### src/rtl/mux_pkg.sv
// Shared constants and helpers for the round-robin / fixed-select channel mux.
package mux_pkg;

    localparam logic MODE_FIXED = 1'b0;
    localparam logic MODE_RR    = 1'b1;

    // Bits needed to index n items, never less than one.
    function automatic int clog2(input int n);
        int r;
        r = 0;
        while ((1 << r) < n) r++;
        if (r < 1) r = 1;
        return r;
    endfunction

endpackage

### src/rtl/rr_arbiter.sv
// Combinational round-robin arbiter: the first requester at or after ptr wins,
// searching upward and wrapping modulo N_CH.
module rr_arbiter
    import mux_pkg::*;
#(
    parameter  int N_CH  = 4,
    localparam int SEL_W = clog2(N_CH)
) (
    input  logic [N_CH-1:0]  req,
    input  logic [SEL_W-1:0] ptr,
    input  logic             en,
    output logic [N_CH-1:0]  gnt,
    output logic [SEL_W-1:0] gnt_idx
);

    localparam logic [SEL_W:0] NCH_W = (SEL_W+1)'(N_CH);

    logic [N_CH-1:0]  rot;
    logic             found;
    logic [SEL_W-1:0] off;
    logic [SEL_W:0]   sum;

    always_comb begin
        // Rotating the doubled request vector puts channel ptr at bit 0.
        rot   = N_CH'({req, req} >> ptr);
        found = 1'b0;
        off   = '0;
        for (int j = N_CH - 1; j >= 0; j--) begin
            if (rot[j]) begin
                found = 1'b1;
                off   = j[SEL_W-1:0];
            end
        end
        sum = {1'b0, ptr} + {1'b0, off};
        if (sum >= NCH_W) sum = sum - NCH_W;
        gnt_idx = sum[SEL_W-1:0];
        gnt     = '0;
        for (int i = 0; i < N_CH; i++) begin
            gnt[i] = en && found && (sum == (SEL_W+1)'(i));
        end
    end

endmodule

### src/rtl/mux_rr_select.sv
// N_CH-to-1 valid/ready mux with fixed-select or round-robin channel choice and
// a single registered output stage that refills in the cycle it drains.
module mux_rr_select
    import mux_pkg::*;
#(
    parameter  int N_CH  = 4,
    parameter  int W     = 8,
    localparam int SEL_W = clog2(N_CH)
) (
    input  logic              clk,
    input  logic              rst,
    input  logic [N_CH*W-1:0] in_data,
    input  logic [N_CH-1:0]   in_valid,
    output logic [N_CH-1:0]   in_ready,
    input  logic              mode,
    input  logic [SEL_W-1:0]  sel,
    output logic [W-1:0]      out_data,
    output logic [SEL_W-1:0]  out_ch,
    output logic              out_valid,
    input  logic              out_ready
);

    // Handshake: a beat moves on any interface only in a cycle where its valid
    // and ready are both high; valid never waits on ready, and in_ready is a
    // combinational function of output occupancy, mode, sel and the RR grant.

    localparam logic [SEL_W:0] NCH_W = (SEL_W+1)'(N_CH);

    logic             load_en;
    logic             rr_en;
    logic             sel_ok;
    logic             xfer;
    logic [N_CH-1:0]  rr_gnt;
    logic [SEL_W-1:0] rr_idx;
    logic [SEL_W-1:0] ptr;
    logic [SEL_W-1:0] ptr_nxt;
    logic [SEL_W:0]   ptr_inc;
    logic [SEL_W-1:0] xfer_ch;
    logic [W-1:0]     xfer_data;

    assign load_en = !out_valid || out_ready;
    assign rr_en   = (mode == MODE_RR);
    assign sel_ok  = ({1'b0, sel} < NCH_W);

    rr_arbiter #(.N_CH(N_CH)) u_arb (
        .req     (in_valid),
        .ptr     (ptr),
        .en      (rr_en),
        .gnt     (rr_gnt),
        .gnt_idx (rr_idx)
    );

    always_comb begin
        in_ready  = '0;
        xfer      = 1'b0;
        xfer_ch   = '0;
        xfer_data = '0;
        for (int i = 0; i < N_CH; i++) begin
            if (rr_en) begin
                in_ready[i] = !rst && load_en && rr_gnt[i];
            end else begin
                in_ready[i] = !rst && load_en && sel_ok && (sel == i[SEL_W-1:0]);
            end
            if (in_valid[i] && in_ready[i]) begin
                xfer      = 1'b1;
                xfer_ch   = i[SEL_W-1:0];
                xfer_data = in_data[i*W +: W];
            end
        end
    end

    // Explicit wrap keeps the pointer legal when N_CH is not a power of two.
    assign ptr_inc = {1'b0, rr_idx} + (SEL_W+1)'(1);
    assign ptr_nxt = (ptr_inc >= NCH_W) ? '0 : ptr_inc[SEL_W-1:0];

    always_ff @(posedge clk or posedge rst) begin
        if (rst) begin
            out_valid <= 1'b0;
            out_data  <= '0;
            out_ch    <= '0;
            ptr       <= '0;
        end else begin
            if (load_en) begin
                out_valid <= xfer;
                if (xfer) begin
                    out_data <= xfer_data;
                    out_ch   <= xfer_ch;
                end
            end
            if (xfer && rr_en) ptr <= ptr_nxt;
        end
    end

endmodule

### config.mk
export PLATFORM = sky130hd
export DESIGN_NAME = mux_rr_select
export DESIGN_NICKNAME = d
export VERILOG_FILES = /design/src/rtl/mux_pkg.sv /design/src/rtl/rr_arbiter.sv /design/src/rtl/mux_rr_select.sv
export SDC_FILE = /design/constraint.sdc
export NUM_CORES = 1
export LEC_CHECK = 0
export ABC_AREA = 1
export CORE_MARGIN = 8
export CORE_UTILIZATION = 25
export DETAILED_ROUTE_END_ITERATION = 8
export PLACE_DENSITY = 0.5
export SYNTH_ARGS = -nofsm -noshare
export SYNTH_HDL_FRONTEND = slang
export SYNTH_SLANG_ARGS = --single-unit
### constraint.sdc
create_clock -name clk -period 7.6 [get_ports clk]
set_input_delay 0.76 -clock clk [delete_from_list [all_inputs] [get_ports clk]]
set_output_delay 0.76 -clock clk [all_outputs]
set_load 0.1 [all_outputs]
==> results of run 1 <==
sequential cells by signal, summed over array words and instances, names as in the netlist:
signal,count
out_valid,1
out_ch,2
out_data,8
ptr,2
power by group through the flow:
| stage | logic (mW) | clock network, mW | registers, mW |
|---|---|---|---|
| after floorplan | 0.312 | 0 | 0.335 |
| after global placement | 0.660 | 0 | 0.132 |
| after detailed placement | 0.658 | 0 | 0.132 |
| after CTS | 0.663 | 0.0642 | 0.131 |
| after global routing | 0.715 | 0.0660 | 0.136 |
| final | 0.659 | 0.0618 | 0.132 |
cell usage in the layout, fill, tap and decap left out, types with 3 or more instances in the layout:
| master | synthesis | final |
|---|---|---|
| inv_1 | 43 | 43 |
| nand3_2 | 4 | 4 |
| nand2_1 | 76 | 76 |
| or2_2 | 7 | 7 |
| nand4_1 | 14 | 14 |
| ha_1 | 5 | 5 |
| nor2_1 | 3 | 3 |
| clkbuf_8 | 0 | 3 |
| clkdlybuf4s50_1 | 0 | 56 |
| nand2_2 | 8 | 8 |
| dfrtp_1 | 13 | 13 |
| o21ai_0 | 9 | 9 |
| nand3_1 | 20 | 20 |
| inv_2 | 3 | 3 |
cell type report:
class                      count  share of cell area (%)
sequential                    13                   16.17
timing repair buffer          56                   27.86
inverter                      46                   8.582
clock buffer                   4                   2.239
tap                           72                   4.478
multi-input combinational    157                   40.67
stage by stage:
stage | total power, mW | hold WS (ps) | area [um^2]
finish | 0.8523 | 475.9 | 2012
global route | 0.9172 | 502.1 | 2012
CTS | 0.8586 | 484.4 | 2012
detailed placement | 0.7902 | 468.1 | 1967
global placement | 0.7923 | 462.8 | 1967
floorplan | 0.6465 | 568.3 | 1371
worst max-delay path, cell delays in order:
cell and delay [ps]:
clkdlybuf4s50_1 660, nand2_1 190, nand3_1 100, nand2_2 100, nand3_1 60, a21boi_0 170
ha_1 170, inv_1 40, xor2_1 180, inv_1 100, ha_1 160, nand3_2 80
nand2_2 180, nand2_1 70, inv_1 90, clkdlybuf4s50_1 1150
layer usage:
metal  share of wire, %  GRT usage, %  up-vias
met2                 47         17.36       46
li1                   -             -      795
met4                1.1         3.329        0
met1                 47         13.92      664
met3                5.0         2.161        5
met5                  0             0        -
cells by family after synthesis:
logic type      share of synthesized area [%]
fa+ha+maj                               4.562
buf+inv                                 16.61
flops                                   23.72
xor+xnor                                1.278
simple gates                            47.99
compound gates                          5.840
worst max-delay path by stage:
stage,start,endpoint,slack [ps],cells past startpoint
finish,in_valid[1],in_ready[1],2550,16
global route,in_valid[1],in_ready[1],2310,16
CTS,in_valid[1],in_ready[1],2560,16
detailed placement,in_valid[1],in_ready[1],2580,16
global placement,in_valid[1],in_ready[1],2670,16
floorplan,in_valid[1],in_ready[0],3330,13
==> reports/results.ini, run 1 <==
[status]
status=complete, no violations

[worst_setup_path]
timing_worst_setup_path_type=input port to primary output
r2r_setup_slack_ps=4640
cp-end-kind=primary output
r2r-end=ptr[0]
start_kind=input port
worst-r2r-cell-count=19
path_max_fanout=11
worstPathArrival_ps=4290
cp.required_ps=6840
r2r-start=ptr[0]

[clocking]
cts.sinks=13
htreeDepth=1
cts_inserted_buffers=3
post_cts_resized=0
root_buffer=clkbuf_8
clk_path_buf_depth=2
hold_buffers=0
post_cts.repair.setup_buffers=0
cts_tree=done
clkTransAtPathRegs_ps=50
clk_latency_ps=240

[routing]
firstDrtPassIters=4
routed_wl_um=4313
final_antenna_net_count=0
drt-initial-drc-count=79
dr_total_vias=1510
drt-wirelength-per-cell_um=12.39
drc=0
vias_per_cell=4.339

[power_and_ir_drop]
p_per_area_nw_per_um2=423.6
p_comb_share_pct=77.3
p_sw_share_pct=62.19
p_clk_share_pct=7.2
p_sw_mw=0.5301
power_frac_seq_pct=15.4
ir_worst_vdd_mv=0.2291
total_leakage_power_nw=1.063
intPower_mw=0.3222

[synthesis]
yosysMostFrequentCell=nand2_1
synth-edff-count=0
ys_warn_count=0
avgSynthCellArea_um2=6.122
synth_nets=271
yosys_register_bits=13
ys_types=24
yosysTopAreaCell=dfrtp_1
synth_commonest_cells=nand2_1, inv_1, nand3_1
synth_top_cell_area_share_pct=23.72
synth_top_flop_cell=dfrtp_1
synth_area_um2=1371
seq_area_frac_synth_pct=23.72
syn-instance-count=224
synthArstFlopShare_pct=100.0
ys_top_cells_by_area=dfrtp_1, nand2_1, inv_1

[sta]
finClkSkew_ps=3.986
period_share_pct=66.40
drv_slew=0
relSlewSlack_pct=33.07
fmax_ghz=0.1982
tightest_slew_ps=1001
setup_violations=0
setup_tns_ps=0
post-route-min-period_ps=5046
setup_ws_ps=2554
final_hold_viol_count=0
rsz0062_at_grt=no

[global_route]
grt_pass1_vias=1505
grt.overflow.total=0
grt_pass1_wl_um=7334
antenna_found_initial=0
grt_max_degree=21
grt_use_total_pct=10.73

[place]
place_ws_ps=2578
dpl.hpwl_um=3448
io_buffers=56
placedCellCount=344
place_congestion=0.7900

[floorplan]
initial_core_util_pct=25.37
die_h_um=90.06
rows=27
top_level_ports=57
core_um2=5405
die_w_um=90.06
die_area_um2=8111

[finish]
fillers=599
drive_above_1_share_pct=10.14
layout.cells.non_filler=348
diodes=0
regArea_um2=325.3
multi_input_area_um2=818.3
finalNetCount=324
post-route-util_pct=37.22
syn_to_final_growth_pct=46.72

[min_path]
min_to=out_data[6]
min-delay-start=out_data[6]
min_path_type=flip-flop to flip-flop
hold_depth=2

[job]
cap_viol_max_count=0

(Power assumes the default switching activity.)
==> inputs of run 2 (changes only) <==
- PLACE_DENSITY: 0.5 -> 0.51
- clock period: 7.6 -> 4.4 ns (I/O delays scaled with it)
==> run 2 against run 1 <==
Compared with the run above: register-to-register slack got worse by 3100 ps; power up 72%; sequential share of layout area about the same; via count down 3.2%; clock-buffer cell count did not move; routed wire length shrank 1.9%; cell count up 0.29%; critical path depth unchanged; critical endpoint unchanged; largest cell class unchanged; largest power group unchanged.
==> reports/results.ini, run 2 (synthesized netlist as in run 1, its figures left out) <==
[place]
dpl.hpwl_um=3441  ; was 3448 um
place_congestion=0.8023  ; was 0.7900
io_buffers=56  ; unchanged

[finish]
largest_registers=out_data (8), out_ch (2), ptr (2)  ; unchanged
fillers=597  ; was 599
post-route-util_pct=37.18  ; was 37.22%
final_common_cell=nand2_1  ; unchanged
finalNetCount=325  ; was 324
drive_above_1_share_pct=11.91  ; was 10.14%
diodes=0  ; unchanged
final_cell_mix=nand2_1, clkdlybuf4s50_1, inv_1, nand3_1, nand4_1  ; unchanged
largest_register=out_data  ; unchanged
syn_to_final_growth_pct=46.53  ; was 46.72%
largest_reg_flops=8  ; unchanged

[global_route]
grt_pass1_wl_um=7162  ; was 7334 um
grt_pass1_vias=1479  ; was 1,505
antenna_found_initial=0  ; unchanged
grt_max_degree=21  ; unchanged
grt.overflow.total=0  ; unchanged
grt_use_total_pct=10.53  ; was 10.73%

[floorplan]
die_h_um=90.06  ; unchanged
die_w_um=90.06  ; unchanged
core_um2=5405  ; unchanged
initial_core_util_pct=25.37  ; unchanged
die_area_um2=8111  ; unchanged
rows=27  ; unchanged
top_level_ports=57  ; unchanged

[routing]
vias_per_cell=4.189  ; was 4.339
routed_wl_um=4229  ; was 4313 um
drc=0  ; unchanged
drt-wirelength-per-cell_um=12.12  ; was 12.39 um
firstDrtPassIters=4  ; unchanged
final_antenna_net_count=0  ; unchanged
dr_total_vias=1462  ; was 1,510
drt-initial-drc-count=76  ; was 79

[clocking]
cts_inserted_buffers=3  ; unchanged
cts.sinks=13  ; unchanged
clkTransAtPathRegs_ps=50  ; about the same
root_buffer=clkbuf_8  ; unchanged
clk_path_buf_depth=2  ; unchanged
clk_latency_ps=240  ; about the same
post_cts.repair.setup_buffers=0  ; unchanged
hold_buffers=0  ; unchanged
post_cts_resized=0  ; unchanged
htreeDepth=1  ; unchanged
cts_tree=done  ; unchanged

[sta]
fin_hold_ws_ps=480.0  ; was 475.9 ps
drv_slew=0  ; unchanged
tightest_slew_ps=982.2  ; was 1001 ps
setup_violations=0  ; unchanged
setup_tns_ps=0  ; unchanged
rsz0062_at_grt=no  ; unchanged
final_hold_viol_count=0  ; unchanged
finClkSkew_ps=1.541  ; was 3.986 ps
period_share_pct=80.58
relSlewSlack_pct=34.32  ; was 33.07%
fmax_ghz=0.2820
post-route-min-period_ps=3545

[power_and_ir_drop]
ir_worst_vdd_mv=0.3326  ; was 0.2291 mV
total_power_mw=1.464  ; was 0.8523 mW
p_per_area_nw_per_um2=728.3  ; was 423.6 nW/um^2
total_leakage_power_nw=1.075  ; was 1.063 nW

[worst_setup_path]
timing_worst_setup_path_type=input port to primary output  ; unchanged
path_max_fanout=11  ; unchanged
worstPathArrival_ps=3110  ; was 4290 ps
worst-r2r-cell-count=19  ; unchanged
cp.required_ps=3960  ; was 6840 ps
start_kind=input port  ; unchanged
cp-end-kind=primary output  ; unchanged

[job]
cap_viol_max_count=0  ; unchanged

[min_path]
hold_depth=2  ; unchanged
min_path_type=flip-flop to flip-flop  ; unchanged

[status]
status=complete, no violations  ; unchanged

## run 2: cell types whose count changed in the layout (fill, tap and decap cells not counted), sizes merged
cell,delta
clkdlybuf4s50,-4
buf,+5
## run 2: stage by stage
| stage | setup slack, ps | std cells | area (um^2) |
|---|---|---|---|
| floorplan | 767.6 | 224 | 1371 |
| global placement | 882.5 | 345 | 1964 |
| detailed placement | 819.0 | 345 | 1964 |
| CTS | 837.5 | 349 | 2009 |
| global route | 553.3 | 349 | 2009 |
| finish | 854.5 | 349 | 2009 |
## run 2: cell type report
| type | instances | area (um^2) | area share [%] |
|---|---|---|---|
| multi-input cells | 157 | 818.3 | 40.72 |
| repair buffers | 57 | 558.0 | 27.77 |
| flip-flops and latches | 13 | 325.3 | 16.19 |
| inverters | 46 | 172.7 | 8.593 |
| well taps | 72 | 90.09 | 4.483 |
| clock buffers | 4 | 45.04 | 2.242 |
## run 2: critical path, stage by stage
cell             delay, ps
clkdlybuf4s50_1        670
nand2_1                190
nand3_1                100
nand2_2                100
nand3_1                 60
a21boi_0               170
ha_1                   170
inv_1                   50
xor2_1                 180
inv_1                   90
ha_1                   160
nand3_2                 80
nand2_2                180
nand2_1                 70
inv_1                   90
buf_4                  290
## run 2: worst paths after layout
check,startpoint,endpoint,slack (ps)
worst max-delay path,in_valid[1],in_ready[1],850
worst min-delay path,out_data[7],out_data[7],480
min in group asynchronous,rst,out_data[4],490
max in group asynchronous,rst,out_ch[0],3740
worst max register to register,ptr[0],ptr[1],1540
worst min register to register,out_data[7],out_data[7],480
## run 2: metal layers
metal / vias up / part of all wire [%] / track usage [%]
met2: 41 / 46 / 16.87
met5: - / 0 / 0
met1: 622 / 49 / 14.13
met4: 0 / 0.71 / 3.745
met3: 2 / 3.8 / 1.247
li1: 797 / - / -
## run 2: where the power goes
part	leakage [nW]	switching, mW	internal [mW]
logic	0.893	0.823	0.308
registers	0.159	0.0464	0.181
clock network	0.0228	0.0415	0.0639
total	1.08	0.911	0.553
